<file path="src/rtl/dcf77_pulse_decoder.sv">
// dcf77_pulse_decoder
//   Decodes the 1 ms-tick DCF77 baseband signal. Each low pulse is measured
//   and classified (short = 0, long = 1). A fall-to-fall gap of at least
//   T_MINUTE_GAP marks the start of a minute. The 59 second bits of a minute
//   are assembled into a frame for the downstream time/date decoder.
//
// Ports
//   clk_in          tick clock, 1 tick = 1 ms
//   rst_in          synchronous, active-high reset
//   sgn_in          DCF77 baseband, idle high, low = second pulse (asynchronous)
//   bit_valid_out   one-cycle strobe: a bit was decoded
//   bit_out         decoded bit value, valid with bit_valid_out
//   bit_idx_out     index (0..58) of the decoded bit, valid with bit_valid_out
//   frame_valid_out one-cycle strobe: complete, error-free frame on frame_out
//   frame_out       frame, bit n = second n; held until the next frame_valid_out
//   sync_out        level: minute marker acquired
//   err_out         sticky error flag, cleared at the next minute marker
//
// Build option
//   DCF77_PARITY_CHECK_EN: when defined, a frame is only delivered if bit 0 = 0,
//   bit 20 = 1 and the three even-parity groups (21..28, 29..35, 36..58) hold.
//   A content failure raises err_out for one cycle before the marker handling
//   clears it.

module dcf77_pulse_decoder #(
  parameter int T_MIN_PULSE  = 50,
  parameter int T_BIT_THRESH = 150,
  parameter int T_MAX_PULSE  = 250,
  parameter int T_MINUTE_GAP = 1500,
  parameter int T_LOSS       = 3000,
  parameter int CNT_W        = 12
) (
  input  logic        clk_in,
  input  logic        rst_in,
  input  logic        sgn_in,
  output logic        bit_valid_out,
  output logic        bit_out,
  output logic [5:0]  bit_idx_out,
  output logic        frame_valid_out,
  output logic [58:0] frame_out,
  output logic        sync_out,
  output logic        err_out
);

  typedef enum logic [0:0] {IDLE = 1'b0, SYNC = 1'b1} state_t;

  localparam logic [CNT_W-1:0] MIN_W  = CNT_W'(T_MIN_PULSE);
  localparam logic [CNT_W-1:0] THR_W  = CNT_W'(T_BIT_THRESH);
  localparam logic [CNT_W-1:0] MAX_W  = CNT_W'(T_MAX_PULSE);
  localparam logic [CNT_W-1:0] GAP_W  = CNT_W'(T_MINUTE_GAP);
  localparam logic [CNT_W-1:0] LOSS_W = CNT_W'(T_LOSS);
  localparam logic [CNT_W-1:0] SAT_W  = {CNT_W{1'b1}};
  localparam logic [5:0]       LAST_IDX = 6'd59;

  logic             s1;
  logic             s2;
  logic             s3;
  logic             fall;
  logic             rise;
  logic [CNT_W-1:0] width;
  logic [CNT_W-1:0] gap;
  state_t           state;
  logic [5:0]       idx;
  logic [58:0]      frame_shift;
  logic             marker_pend;
  logic             content_ok;

`ifdef DCF77_PARITY_CHECK_EN
  // Frame content rule: start bit 0, time-start bit 1, three even-parity groups.
  function automatic logic frame_content_ok(input logic [58:0] f);
    logic ok;
    ok = (f[0] == 1'b0) && (f[20] == 1'b1);
    ok = ok && ((^f[28:21]) == 1'b0);
    ok = ok && ((^f[35:29]) == 1'b0);
    ok = ok && ((^f[58:36]) == 1'b0);
    return ok;
  endfunction
`endif

  // Two-stage synchronizer plus previous-value stage; idle level is high.
  always_ff @(posedge clk_in) begin
    if (rst_in) begin
      s1 <= 1'b1;
      s2 <= 1'b1;
      s3 <= 1'b1;
    end else begin
      s1 <= sgn_in;
      s2 <= s1;
      s3 <= s2;
    end
  end

  // Edge detect on the synchronized signal.
  always_comb begin
    fall = s3 & ~s2;
    rise = ~s3 & s2;
  end

  // Low-width counter: holds the pulse width in ticks on the rise cycle.
  always_ff @(posedge clk_in) begin
    if (rst_in) begin
      width <= {CNT_W{1'b0}};
    end else if (fall) begin
      width <= {{(CNT_W-1){1'b0}}, 1'b1};
    end else if (!s2 && (width != SAT_W)) begin
      width <= width + {{(CNT_W-1){1'b0}}, 1'b1};
    end else begin
      width <= width;
    end
  end

  // Fall-to-fall gap counter; T_LOSS means no usable previous fall.
  always_ff @(posedge clk_in) begin
    if (rst_in) begin
      gap <= LOSS_W;
    end else if (fall) begin
      gap <= {{(CNT_W-1){1'b0}}, 1'b1};
    end else if (gap < LOSS_W) begin
      gap <= gap + {{(CNT_W-1){1'b0}}, 1'b1};
    end else begin
      gap <= gap;
    end
  end

  // Content check of the assembled frame (always passes without the option).
  always_comb begin
`ifdef DCF77_PARITY_CHECK_EN
    content_ok = frame_content_ok(frame_shift);
`else
    content_ok = 1'b1;
`endif
  end

  // Decoder state machine with all outputs registered.
  always_ff @(posedge clk_in) begin
    if (rst_in) begin
      state           <= IDLE;
      idx             <= 6'd0;
      frame_shift     <= 59'd0;
      marker_pend     <= 1'b0;
      bit_valid_out   <= 1'b0;
      bit_out         <= 1'b0;
      bit_idx_out     <= 6'd0;
      frame_valid_out <= 1'b0;
      frame_out       <= 59'd0;
      sync_out        <= 1'b0;
      err_out         <= 1'b0;
    end else begin
      bit_valid_out   <= 1'b0;
      frame_valid_out <= 1'b0;
      if (marker_pend) begin
        // Second half of a rejected marker: err_out was shown for one cycle.
        marker_pend <= 1'b0;
        idx         <= 6'd0;
        err_out     <= 1'b0;
        frame_shift <= 59'd0;
      end else begin
        case (state)
          IDLE: begin
            if (fall && (gap >= GAP_W) && (gap < LOSS_W)) begin
              state       <= SYNC;
              sync_out    <= 1'b1;
              idx         <= 6'd0;
              err_out     <= 1'b0;
              frame_shift <= 59'd0;
            end else begin
              state <= IDLE;
            end
          end
          SYNC: begin
            if (rise) begin
              if ((width < MIN_W) || (width > MAX_W)) begin
                err_out <= 1'b1;
              end else if (idx == LAST_IDX) begin
                err_out <= 1'b1;
              end else begin
                frame_shift[idx] <= (width >= THR_W);
                bit_valid_out    <= 1'b1;
                bit_out          <= (width >= THR_W);
                bit_idx_out      <= idx;
                idx              <= idx + 6'd1;
              end
            end else if (fall) begin
              if (gap >= GAP_W) begin
                if ((idx == LAST_IDX) && !err_out && !content_ok) begin
                  err_out     <= 1'b1;
                  marker_pend <= 1'b1;
                end else begin
                  if ((idx == LAST_IDX) && !err_out) begin
                    frame_out       <= frame_shift;
                    frame_valid_out <= 1'b1;
                  end
                  idx         <= 6'd0;
                  err_out     <= 1'b0;
                  frame_shift <= 59'd0;
                end
              end
            end else if (gap == LOSS_W) begin
              // Input stuck: drop sync; error stays until re-sync in IDLE.
              state       <= IDLE;
              sync_out    <= 1'b0;
              err_out     <= 1'b1;
              idx         <= 6'd0;
              frame_shift <= 59'd0;
            end
          end
          default: begin
            state    <= IDLE;
            sync_out <= 1'b0;
          end
        endcase
      end
    end
  end

endmodule

</file>
<file path="config.mk">
export PLATFORM = sky130hd
export DESIGN_NAME = dcf77_pulse_decoder
export DESIGN_NICKNAME = d
export VERILOG_FILES = /design/src/rtl/dcf77_pulse_decoder.sv
export SDC_FILE = /design/constraint.sdc
export NUM_CORES = 1
export LEC_CHECK = 0
export CAP_MARGIN = 5
export CORE_MARGIN = 10
export CORE_UTILIZATION = 30
export DETAILED_ROUTE_END_ITERATION = 16
export HOLD_SLACK_MARGIN = 0.02
export PLACE_DENSITY = 0.47
export SYNTH_ARGS = -nofsm -noshare
export SYNTH_HDL_FRONTEND = slang
export SYNTH_SLANG_ARGS = --single-unit
</file>
<file path="constraint.sdc">
create_clock -name clk_in -period 3 [get_ports clk_in]
set_clock_uncertainty 0.1 [all_clocks]
set_input_delay 0.6 -clock clk_in [delete_from_list [all_inputs] [get_ports clk_in]]
set_output_delay 0.6 -clock clk_in [all_outputs]
set_load 0.03 [all_outputs]
</file>
==> results.yml, run 1 <==
cells_and_area:
  stdcell_count: 1204
  drive_above_1_share_pct: 10.7
  final_util_pct: 38.5
  finish.net_count: 887
  syn_to_final_growth_pct: 25.3
  antenna_cells: 0
  seq_area_um2: 3260
  finish.instance_area_um2: 8770
  multi_input_area_um2: 3440
  fillers: 2345
clock_tree:
  post_cts.repair.setup_buffers: 0
  cts.clk_slew.worst_paths_ps: 70
  numCtsBuffers: 17
  cts_sinks: 163
  hold_buffers: 0
  clockBufferDepth: 2
  clk_latency_ps: 420
  htreeDepth: 4
  cts_tree: "built"
  ctsResizeCount: 0
  root_buffer: "clkbuf_16"
timing:
  grt_setup_unrepaired: "no"
  max_slew_margin_pct: 50.3
  period_minus_slack_ps: 2640
  fmax_mhz: 379
  hold_slack_ps: 335
  finalCritPeriodShare_pct: 87.9
  fin_ws_ps: 362
  slew_viol_final: 0
  worst_slew_pin_slew_ps: 746
  setup_viol: 0
  finalHoldViolations: 0
  fin_setup_tns_ps: 0
worst_setup_path:
  cp_data_arrival_time_ps: 2910
  crit_type: "reg2reg"
  crit_slowest_cell: "nor4b_4"
  max_stage_delay_ps: 600
  crit_fanout: 14
  critical_path_buf_inv_count: 0
  crit_required_ps: 3270
  crit_family: "simple AND/OR/NAND/NOR gates"
  cp-end-kind: "flip-flop"
  path_cells: "ha_1 -> nor2b_1 -> a221oi_4 -> nand3_4 -> nor4b_4 -> a221o_1"
  worstSetupStartpointType: "flip-flop"
route:
  routedLengthMet1_mm: 9.96
  route.top_layer_used: "met4"
  post-route-drc-count: 0
  wl_met3_um: 806
  drtPass1Iterations: 5
  via_count: 5998
  drtIter0Drc: 491
  detail_route.wl_per_cell_um: 17.0
  ant_nets: 0
  via_per_inst: 4.98
  wl_mm: 20.5
  dr_wl_met2_mm: 9.39
global_route:
  grt_pass1_vias: 5843
  grt_max_degree: 67
  grt_pass1_wl_mm: 32.3
  antenna_found_initial: 0
  grt_usage_pct: 13.3
  grt_overflow_total: 0
pwr:
  finalPower_mw: 4.58
  power_leakage_nw: 3.17
  peakVddDrop_v: 0.000378
  cellPowerDensity_nw_per_um2: 522
  seq_power_share_pct: 48.1
  swShare_pct: 25.2
  pwr-share-clk_pct: 48.7
  p_int_mw: 3.42
  combPwrFrac_pct: 3.2
  p_sw_mw: 1.15
die:
  initial_core_util_pct: 30.7
  dieArea_um2: 29800
  rows: 55
  core_area_um2: 22800
  die_w_um: 173
  ios: 73
  fp.dieH_um: 173
synth:
  synth_top_area_share_pct: 46.6
  syn_nets: 822
  synthArstFlopShare_pct: 0
  avgSynthCellArea_um2: 8.61
  yosysUniqueCellTypes: 58
  synth_top_cells_by_area: "dfxtp_1 47%, nand2_1 11%, a21oi_1 9.6%"
  ys_ff_latch: 163
  ys_warn_count: 0
  syn_inst: 813
  synth_area_um2: 7000
  yosys.area.top_type: "dfxtp_1"
  synth_edf_count: 0
  yosysSeqAreaShare_pct: 46.6
  synth_ff_type: "dfxtp_1"
place:
  dpl-instance-area_um2: 8160
  dp_cells: 1172
  io_buffers: 72
  hpwl_mm: 13.3
  pre_cts_ws_ps: 373
  place.gp.congestion: 0.762
status:
  status: "finished, final reports clean"
flow_run:
  drv_cap: 0
hold_path:
  hold_class: "reg2reg"
==> power by group through the flow <==
stage / combinational [mW] / clock (mW) / sequential, mW
finish: 0.148 / 2.23 / 2.20
global route: 0.166 / 2.39 / 2.20
CTS: 0.150 / 2.30 / 2.20
detailed placement: 0.149 / 0 / 2.25
global placement: 0.150 / 0 / 2.25
floorplan: 0.112 / 0 / 2.24
==> layer usage <==
metal | global-route usage, % | vias to the layer above
met2 | 21.8 | 101
met1 | 16.9 | 2840
met3 | 3.46 | 15
met5 | 0 | -
li1 | - | 3042
met4 | 3.74 | 0
==> sequential cells by signal (all words and copies together) (netlist names) <==
signal / count
bit_idx_out: 6
s1: 1
s2: 1
frame_valid_out: 1
bit_out: 1
width: 12
bit_valid_out: 1
idx: 6
err_out: 1
state: 1
s3: 1
gap: 12
frame_shift: 59
frame_out: 59
sync_out: 1
==> placed cells by master (no fill, tap or decap), types with 3 or more instances in the layout <==
| cell | count |
|---|---|
| nand2_1 | 208 |
| dfxtp_1 | 163 |
| a21oi_1 | 134 |
| clkdlybuf4s50_1 | 71 |
| a221o_1 | 59 |
| buf_4 | 36 |
| nand3_1 | 17 |
| nor2_1 | 17 |
| clkbuf_16 | 17 |
| xnor2_1 | 16 |
| inv_1 | 11 |
| nor3_1 | 11 |
| o21ai_0 | 8 |
| nor3b_1 | 8 |
| nor4b_4 | 7 |
| and3_1 | 6 |
| ha_1 | 6 |
| nor4_1 | 5 |
| xor2_1 | 4 |
| a31oi_1 | 4 |
| and3b_1 | 4 |
| inv_8 | 4 |
| a31o_2 | 3 |
| a311o_1 | 3 |
| nor2b_1 | 3 |
| and4_1 | 3 |
| nand4_1 | 3 |
| nand2b_1 | 3 |
| or2_2 | 3 |
| a22o_1 | 3 |
| inv_6 | 3 |
| clkinv_4 | 3 |
| clkinv_8 | 3 |
==> synth_stat cells (2+ instances only) <==
| library cell | count |
|---|---|
| clkbuf_1 | 47 |
| xnor2_1 | 16 |
| a21o_1 | 2 |
| a41o_1 | 2 |
| inv_1 | 11 |
| nor2b_1 | 3 |
| buf_1 | 5 |
| dfxtp_1 | 163 |
| a41oi_1 | 2 |
| buf_2 | 10 |
| nor4_1 | 5 |
| nor3_1 | 11 |
| a211o_1 | 2 |
| and4_1 | 3 |
| or2_2 | 3 |
| ha_1 | 6 |
| nor4b_4 | 7 |
| a31o_2 | 3 |
| nor3b_1 | 8 |
| nand3_1 | 17 |
| o21a_1 | 2 |
| and3b_1 | 4 |
| a22o_1 | 3 |
| a221o_1 | 59 |
| nand2_1 | 208 |
| a21oi_1 | 134 |
| o311a_1 | 2 |
| xor2_1 | 4 |
| nand2b_1 | 3 |
| a31oi_1 | 4 |
| nand4_1 | 3 |
| o211a_1 | 3 |
| o211ai_1 | 2 |
| or3_1 | 2 |
| nor2_1 | 17 |
| a311o_1 | 3 |
| and3_1 | 6 |
| o21ai_0 | 8 |
==> worst paths after layout <==
path	from	end	slack, ps	cells past startpoint
worst max register to register	idx[0]	frame_shift[8]	360	6
worst min-delay path	s1	s2	340	1
worst max-delay path	idx[0]	frame_shift[8]	360	6
worst min register to register	s1	s2	340	1
==> cell families after synthesis <==
logic type                 synth area share (%)
AOI/OAI and AO/OA                          23.7
xor gates and xnor gates                   2.50
adders and majority gates                  1.07
buffers and inverters                      4.32
DFF                                        46.6
muxes                                     0.161
and+or+nand+nor                            21.6
==> final cells by class <==
cell class	count	area share (%)
sequential	163	37.2
tap	313	4.46
timing repair buffer	110	11.7
inverter	11	0.471
multi-input combinational	575	39.2
clock buffer	17	4.85
clock inverter	15	2.10
Note: power is estimated with default switching activity, not from simulation.
==> run 2, diff against run 1 <==
HOLD_SLACK_MARGIN = 0.06   (was 0.02)
==> results of run 2 <==
Same layout as run 1: the final DEF is identical, and so are final timing and power.
